## src/rtl/instr_fetch.sv

```systemverilog
// Instruction fetch stage: word-addressed PC, branch/jump redirect, IF/ID register.
// Optional bounds check against DEPTH is compiled in with `define FETCH_BOUNDS_EN.
module instr_fetch #(
  parameter int N     = 32,
  parameter int DEPTH = 32
) (
  input  logic         clk,
  input  logic         rst,
  input  logic         stall_i,
  input  logic         flush_i,
  input  logic         branch_taken_i,
  input  logic [15:0]  branch_offset_i,
  input  logic         jump_i,
  input  logic [25:0]  jump_index_i,
  output logic [N-1:0] rom_addr_o,
  input  logic [N-1:0] rom_instr_i,
  output logic [N-1:0] ifid_instr_o,
  output logic [N-1:0] ifid_pc_plus1_o,
  output logic         ifid_valid_o,
  output logic         fault_o
);

  typedef enum logic [1:0] {
    START = 2'd0,
    RUN   = 2'd1,
    HALT  = 2'd2
  } state_t;

  state_t       state_q, state_d;
  logic [N-1:0] pc_q, pc_d;
  logic [N-1:0] instr_q, instr_d;
  logic [N-1:0] pc1_q, pc1_d;
  logic         valid_q, valid_d;
  logic         fault_q, fault_d;

  logic [N-1:0] pc_inc;
  logic [N-1:0] br_tgt;
  logic [N-1:0] jmp_tgt;
  logic         oob;

  assign pc_inc  = pc_q + N'(1);
  assign br_tgt  = pc1_q + N'($signed(branch_offset_i));
  assign jmp_tgt = N'({pc1_q[N-1:N-4], jump_index_i, 2'b00});

`ifdef FETCH_BOUNDS_EN
  assign oob = (pc_q >= N'(DEPTH));
`else
  assign oob = 1'b0;
`endif

  // Next-state, next-PC and IF/ID load selection.
  always_comb begin
    state_d = state_q;
    pc_d    = pc_q;
    instr_d = instr_q;
    pc1_d   = pc1_q;
    valid_d = valid_q;
    fault_d = fault_q;
    unique case (state_q)
      START: begin
        state_d = RUN;
        pc_d    = '0;
        instr_d = '0;
        valid_d = 1'b0;
      end
      RUN: begin
        if (oob) begin
          state_d = HALT;
          fault_d = 1'b1;
          instr_d = '0;
          valid_d = 1'b0;
        end else if (branch_taken_i) begin
          pc_d    = br_tgt;
          instr_d = '0;
          valid_d = 1'b0;
        end else if (jump_i) begin
          pc_d    = jmp_tgt;
          instr_d = '0;
          valid_d = 1'b0;
        end else begin
          if (!stall_i) begin
            pc_d = pc_inc;
          end
          if (flush_i) begin
            instr_d = '0;
            valid_d = 1'b0;
          end else if (!stall_i) begin
            instr_d = rom_instr_i;
            pc1_d   = pc_inc;
            valid_d = 1'b1;
          end
        end
      end
      HALT: begin
        instr_d = '0;
        valid_d = 1'b0;
      end
      default: begin
        state_d = START;
      end
    endcase
  end

  // State and pipeline registers with asynchronous reset.
  always_ff @(posedge clk or posedge rst) begin
    if (rst) begin
      state_q <= START;
      pc_q    <= '0;
      instr_q <= '0;
      pc1_q   <= '0;
      valid_q <= 1'b0;
      fault_q <= 1'b0;
    end else begin
      state_q <= state_d;
      pc_q    <= pc_d;
      instr_q <= instr_d;
      pc1_q   <= pc1_d;
      valid_q <= valid_d;
      fault_q <= fault_d;
    end
  end

  assign rom_addr_o      = pc_q;
  assign ifid_instr_o    = instr_q;
  assign ifid_pc_plus1_o = pc1_q;
  assign ifid_valid_o    = valid_q;
  assign fault_o         = fault_q;

endmodule

```

## config.mk

```make
export PLATFORM = sky130hd
export DESIGN_NAME = instr_fetch
export DESIGN_NICKNAME = d
export VERILOG_FILES = /design/src/rtl/instr_fetch.sv
export SDC_FILE = /design/constraint.sdc
export NUM_CORES = 1
export LEC_CHECK = 0
export ABC_AREA = 1
export CAP_MARGIN = 20
export CORE_MARGIN = 2
export CORE_UTILIZATION = 25
export DETAILED_ROUTE_END_ITERATION = 8
export PLACE_DENSITY_LB_ADDON = 0.08
export SYNTH_ARGS = -nofsm -noshare
export SYNTH_HDL_FRONTEND = slang
export SYNTH_SLANG_ARGS = --single-unit
```

## constraint.sdc

```tcl
create_clock -name clk -period 2.8 [get_ports clk]
set_input_delay 0.42 -clock clk [delete_from_list [all_inputs] [get_ports clk]]
set_output_delay 0.42 -clock clk [all_outputs]
set_load 0.01 [all_outputs]
```

==> results of run 1 <==
-- registers in the layout (all words and copies together) (netlist names) --
signal,cells
ifid_instr_o,32
ifid_pc_plus1_o,32
rom_addr_o,32
ifid_valid_o,1
state_q,1
-- where the power goes --
part | internal (mW) | leakage, nW | switching (mW)
Clock | 0.634 | 0.145 | 0.691
Combinational | 0.816 | 3.62 | 1.12
Sequential | 1.56 | 1.31 | 0.217
Total | 3.01 | 5.08 | 2.03
-- synth_stat cells, drive strengths merged --
cell      n
dfrtp    98
and2      4
nand4     4
conb      2
xnor2     6
a22oi     1
a21oi    74
or2       2
buf      14
and3      1
xor2     14
nor3      1
a21o      6
nor2     95
inv     186
o211ai    2
o22ai     1
nand2   484
o21bai    2
fa        1
ha       32
clkbuf   16
o21ai    68
nand3   104
clkinv    2
-- kinds of logic (layout without fill, tap and decap cells) --
family                     after synthesis  after routing  synth area share (%)
AOI/OAI and AO/OA                      154            154                  10.5
xor gates and xnor gates                20             20                  2.59
DFF                                     98             98                  32.1
other                                    2              2                0.0984
and+or+nand+nor                        695            695                  37.6
adders and majority gates               33             33                  5.51
buffers and inverters                  218            403                  11.6
-- worst max path at each step --
stage,start,endpoint,depth (start not counted)
final,branch_offset_i[15],rom_addr_o[27],12
after global routing,branch_offset_i[0],rom_addr_o[28],14
after CTS,branch_offset_i[15],rom_addr_o[27],12
after detailed placement,branch_offset_i[15],rom_addr_o[27],12
after global placement,branch_offset_i[15],rom_addr_o[27],12
after floorplan,ifid_pc_plus1_o[0],rom_addr_o[20],13
-- metal layers --
metal	global-route usage [%]	wire [um]	up-vias
li1	-	-	4147
met1	27.4	14900	3684
met2	31.4	13900	198
met3	4.16	1850	20
met4	4.74	447	0
met5	0	0	-
-- tightest hold or removal path: cells and delay by family --
| family | cells | cell delay [ns] |
|---|---|---|
| buf+inv | 3 | 0.84 |
-- through the flow --
step           setup slack, ns  total power [mW]  instance area, sq um  utilization [%]
2_1_floorplan            0.892              2.81                  7630                -
3_3_place_gp           -0.0322              3.75                  9900             33.1
3_5_place_dp            0.0160              3.73                  9900             33.1
4_1_cts                  0.385              5.09                 10200             34.1
5_1_grt                  0.244              5.38                 10200             34.1
6_report                 0.353              5.03                 10200             34.1
-- layout make-up --
cell class	instances	area [sq um]	area share (%)
Inverter	188	712	6.99
Clock buffer	9	225	2.21
Tap cell	390	488	4.79
Sequential cell	98	2450	24.1
Multi-Input combinational cell	904	4300	42.2
Clock inverter	7	66.3	0.651
Timing Repair Buffer	199	1950	19.1
==> metrics.md, run 1 <==
| Metric | Value |
|---|---|
| Detail Route Antenna Nets | 0 |
| Die W | between 150 and 200 um |
| Number of setup buffers added after CTS | 0 |
| Crit path DAT | 2.71 ns |
| Worst-path cell chain | clkdlybuf4s50_1 > buf_12 > ha_1 > nand2_1 > nor2_1 > nand2_1 > nor2_1 > nand2_1 > nand3_1 > nand3_1 > nand2_1 > nand2_1 |
| Critical R2R Capture | rom_addr_o[28] |
| Cts repair resizes | 0 |
| CTS max path bufs | 2 |
| Top cell type's share of synthesized area | around a third |
| First-pass GRT wire length | 47200 um |
| Top Ports | 178 |
| CTS tree | built |
| DRT Wirelength | ~31000 um |
| Crit Path Category | primary input to register |
| Static Leakage | 5.08 nW |
| Core area | ~0.03 sq mm |
| Depth of the most critical reg-to-reg path | 13 |
| Worst Path Max Fanout | 17 |
| Avg WL per Cell | about 17 um |
| Site row count | 63 |
| Drt drc | 0 |
| Synth Area per Inst | 6.25 sq um |
| Crit. End Element | register |
| Final max-slew violation count | 0 |
| Syn nets | ~1300 |
| Max Freq | 409 MHz |
| Reg clk slew, reported paths | 0.08 ns |
| H-tree depth | 3 |
| Synth top area cells | dfrtp_1 32%, nand2_1 24%, inv_1 9.1%, nand3_1 6.8%, ha_1 5.2% |
| Dpl hpwl | between 20000 and 25000 um |
| Sequential cell area fraction in the yosys report | 32.1% |
| Tmin final | 2.45 ns |
| Crit-path max cell delay | 0.45 ns |
| Max cap viols | 0 |
| Yosys warns | 0 |
| Fillers | 3276 |
| Synth Cell Area | around 0.0076 sq mm |
| Input/output buffers | 176 |
| Most used cell along the critical path | nand2_1 |
| Fin crit share | 87.4% |
| Overall routing resource usage | 19.8% |
| Post-Syn Instances | ~1200 |
| RSZ-0062 raised after global routing | false |
| Global placement routability congestion | 0.874 |
| CP required | 3.06 ns |
| Hold Fails Final Rpt | 0 |
| Crit path max-delay family | simple AND/OR/NAND/NOR gates |
| Clk root buf | clkbuf_16 |
| Die Y | 179 um |
| Grt ovf | 0 |
| Fin cells | 1795 |
| Fin nets | 1513 |
| Hold-fix buffers, CTS | 0 |
| Clock Skew | ~0.0097 ns |
| Clk sinks | 98 |
| Largest net degree at the start of global routing | 61 |
| Post-synth top area cell | dfrtp_1 |
| Vias per cell | 4.48 |
| Layout cell share with drive strength beyond 1 | 4.77% |
| Vias post-DR | 8049 |
| Initial Util | about a quarter |
| Total CTS buffers | 9 |
| Slew headroom | 36.9% |
| Distinct cells, synth | 37 |
| Ant diodes | 0 |
| Iter 0 DRT Violations | 505 |
| Hold crit path type | primary input to async pin |
| VDD IR max | 0.229 mV |
| Number of synthesized register bits | 98 |
| Initial antenna violation count | 0 |
| Most frequent cells in the layout | 480 x nand2_1, 183 x inv_1, 174 x clkdlybuf4s50_1 |
| Power per Cell Area | approximately 490 mW/mm^2 |
| Status | finished clean |
| Area delta synth->final | 33.5% |
| Final setup vio count | 0 |
| Reg2Reg Setup Slack | 0.54 ns |
| Slew @ Worst Pin | 0.945 ns |
| Setup Total Neg Slack | 0 ns |
| Vias in the first global route | 8013 |
| Most common cell after layout, fill and taps aside | nand2_1 |
| Die area | 0.0319 sq mm |
| DP Cell Count | 1779 |
| DRT Pass-1 Iters | 5 |
| Reg-to-Reg Start | ifid_pc_plus1_o[0] |
| Final hold slack | approximately 0.5 ns |
| Worst skew pair latency | 0.36 ns |
| CP Launch Type | primary input |
| CP bufs+invs | 2 |
| Slowest CP cell | clkdlybuf4s50_1 |
Note: power is estimated with default switching activity, not from simulation.
==> run 2, diff against run 1 <==
--- a/config.mk
+++ b/config.mk
@@ -9,6 +9,7 @@
 export CAP_MARGIN = 20
 export CORE_MARGIN = 2
 export CORE_UTILIZATION = 25
+export CTS_BUF_LIST = sky130_fd_sc_hd__clkbuf_4 sky130_fd_sc_hd__clkbuf_8
 export DETAILED_ROUTE_END_ITERATION = 8
 export PLACE_DENSITY_LB_ADDON = 0.08
 export SYNTH_ARGS = -nofsm -noshare
==> constraint.sdc (replaced) <==
create_clock -name clk -period 3.1 [get_ports clk]
set_input_delay 0.465 -clock clk [delete_from_list [all_inputs] [get_ports clk]]
set_output_delay 0.465 -clock clk [all_outputs]
set_load 0.01 [all_outputs]
==> run 2 against run 1 <==
Against the previous run: sequential cell count is the same; sequential share of layout area is 0.47 points higher; utilization is 0.66 points lower; via count rose by 1.4%; largest power group unchanged; total power fell by 16%; die area did not move; routed wire length fell by 1.0%; sequential power fell by 9.6%; critical path type unchanged; clock skew grew 0.0044 ns; combinational power down 11%; first-iteration DRC count up 8.3%.
==> metrics.md, run 2 (synthesis results as in run 1) <==
| Metric | Value |
|---|---|
| Hold Fails Final Rpt | 0 (unchanged) |
| Power per Cell Area | 421 mW/mm^2 (-15%) |
| Vias in the first global route | 8067 (+0.67%) |
| Hold crit path type | primary input to async pin |
| Fin nets | 1501 (-0.79%) |
| Site row count | 63 (unchanged) |
| Worst-path cell chain | clkdlybuf4s50_1 > ha_1 > inv_1 > fa_1 > inv_1 > nand3_1 > nand3_1 > nand2_1 > nand2_1 > nand2_1 > nand4_1 > nand3_1 > nand2_1 > nand2_1 |
| Most used cell along the critical path | nand2_1 |
| Sw power | 1.78 mW (-12%) |
| Tmin final | 2.39 ns |
| CP Launch Type | primary input |
| Combinational share of power | 40.5% (+2.1 points) |
| Dpl hpwl | 24300 um (-0.74%) |
| Crit Path Category | primary input to register |
| Area delta synth->final | 31.0% |
| Top Ports | 178 (unchanged) |
| Most frequent cells in the layout | 480 x nand2_1, 183 x inv_1, 174 x clkdlybuf4s50_1 |
| CTS max path bufs | 2 (unchanged) |
| H-tree depth | 3 (unchanged) |
| Sw Share | 42.3% (+2.1 points) |
| Worst Path Max Fanout | 5 (-12) |
| Status | finished clean |
| Ant diodes | 0 (unchanged) |
| Slowest CP cell | clkdlybuf4s50_1 |
| DP Cell Count | 1767 (-0.67%) |
| Static Leakage | 4.97 nW (-2.1%) |
| DRT Pass-1 Iters | 7 (+2) |
| Input/output buffers | 176 (unchanged) |
| Largest net degree at the start of global routing | 54 (-11%) |
| Clk sinks | 98 (unchanged) |
| Grt ovf | 0 (unchanged) |
| Fin crit share | 77.2% |
| Slew @ Worst Pin | 1.02 ns (+0.0728 ns) |
| Layout cell share with drive strength beyond 1 | 3.95% (-0.82 points) |
| Setup Total Neg Slack | 0 ns (unchanged) |
| Drt drc | 0 (unchanged) |
| Seq pwr share | 38.0% (+2.8 points) |
| Iter 0 DRT Violations | 547 (+8.3%) |
| CTS tree | built |
| Final setup vio count | 0 (unchanged) |
| Max cap viols | 0 (unchanged) |
| Number of setup buffers added after CTS | 0 (unchanged) |
| Initial Util | 25.5% (unchanged) |
| Crit-path max cell delay | 0.46 ns (about the same) |
| Clk root buf | clkbuf_8 |
| Most common cell after layout, fill and taps aside | nand2_1 |
| Max Freq | 418 MHz |
| Fin cells | 1783 (-0.67%) |
| Avg WL per Cell | 17.2 um (-0.36%) |
| Final max-slew violation count | 0 (unchanged) |
| Vias post-DR | 8158 (+1.4%) |
| Detail Route Antenna Nets | 0 (unchanged) |
| Die area | 0.0319 sq mm (unchanged) |
| Clk pwr share | 21.4% (-4.9 points) |
| Crit. End Element | register |
| Die W | 179 um (unchanged) |
| Worst skew pair latency | 0.41 ns (+0.05 ns) |
| CP bufs+invs | 3 (+1) |
| Die Y | 179 um (unchanged) |
| Final worst slack | 0.708 ns (+0.355 ns) |
| Vias per cell | 4.58 (+2.0%) |
| Fillers | 3291 (+0.46%) |
| Crit path max-delay family | simple AND/OR/NAND/NOR gates |
| Core area | 0.0299 sq mm (unchanged) |
| Cts repair resizes | 0 (unchanged) |
| Design Power | 4.21 mW (-16%) |
| Total CTS buffers | 9 (unchanged) |
| Initial antenna violation count | 1 (+1) |
| DRT Wirelength | 30700 um (-1.0%) |
| Global placement routability congestion | 0.832 (-4.9%) |
| RSZ-0062 raised after global routing | false |
| Reg clk slew, reported paths | 0.12 ns (+0.04 ns) |
| Overall routing resource usage | 19.9% (+0.079 points) |
| Levels on crit path | 14 (+2) |
| CP required | 3.41 ns (+0.35 ns) |
| Hold-fix buffers, CTS | 0 (unchanged) |
| Clock Skew | 0.0141 ns (+0.00436 ns) |
| First-pass GRT wire length | 47100 um (-0.19%) |
| Crit path DAT | 2.71 ns (about the same) |
| Util after Layout | 33.4% (-0.66 points) |
| Depth of the most critical reg-to-reg path | 13 (unchanged) |
| Slew headroom | 32.1% (-4.9 points) |
| Pre-CTS WS | 0.265 ns (+0.249 ns) |
| Int Pwr | 2.43 mW (-19%) |
| VDD IR max | 0.214 mV (-6.6%) |
==> run 2: cell types whose count changed in the layout (fill, tap and decap cells not counted), sizes merged <==
cell    change
buf        -12
clkinv      +3
inv         -3
==> run 2: worst reg2reg max path: cells and delay by family (launching register included) <==
| family | cells | cell delay, ns |
|---|---|---|
| fa+ha+maj | 2 | 0.66 |
| simple gates | 9 | 0.95 |
| buf+inv | 2 | 0.20 |
| flops | 1 | 0.41 |
==> run 2: final timing paths <==
kind,endpoint,slack (ns),from
hold / removal,rom_addr_o[19],0.45,rst
min in group clk,ifid_pc_plus1_o[11],0.52,ifid_pc_plus1_o[11]
setup reg to reg,rom_addr_o[24],0.80,ifid_pc_plus1_o[0]
hold reg to reg,ifid_pc_plus1_o[11],0.52,ifid_pc_plus1_o[11]
max in group asynchronous,ifid_pc_plus1_o[10],2.01,rst
setup / recovery,rom_addr_o[24],0.71,branch_offset_i[0]
==> run 2: power groups by stage <==
stage                     Sequential, mW  Combinational (mW)  Clock (mW)
final                               1.60                1.71       0.903
after global routing                1.62                1.93       0.991
after CTS                           1.61                1.72       0.943
after detailed placement            1.63                1.71           0
after global placement              1.63                1.72           0
after floorplan                     1.61               0.931           0
==> run 2: final cells by class <==
class,count,area [sq um],share of cell area [%]
Tap cell,390,488,4.88
Multi-Input combinational cell,904,4300,43.0
Clock buffer,9,124,1.24
Clock inverter,7,75.1,0.751
Sequential cell,98,2450,24.5
Timing Repair Buffer,187,1850,18.5
Inverter,188,711,7.11
==> run 2: through the flow <==
stage,hold WS (ns),instance area (sq um)
floorplan,0.537,7630
global placement,0.500,9790
detailed placement,0.500,9790
CTS,0.438,9990
global route,0.460,9990
finish,0.446,9990
==> run 2: routing by layer <==
layer	wire length [um]	global-route usage (%)
met4	650	5.28
met2	13500	30.8
met1	14300	27.3
met5	0	0
met3	2250	5.13
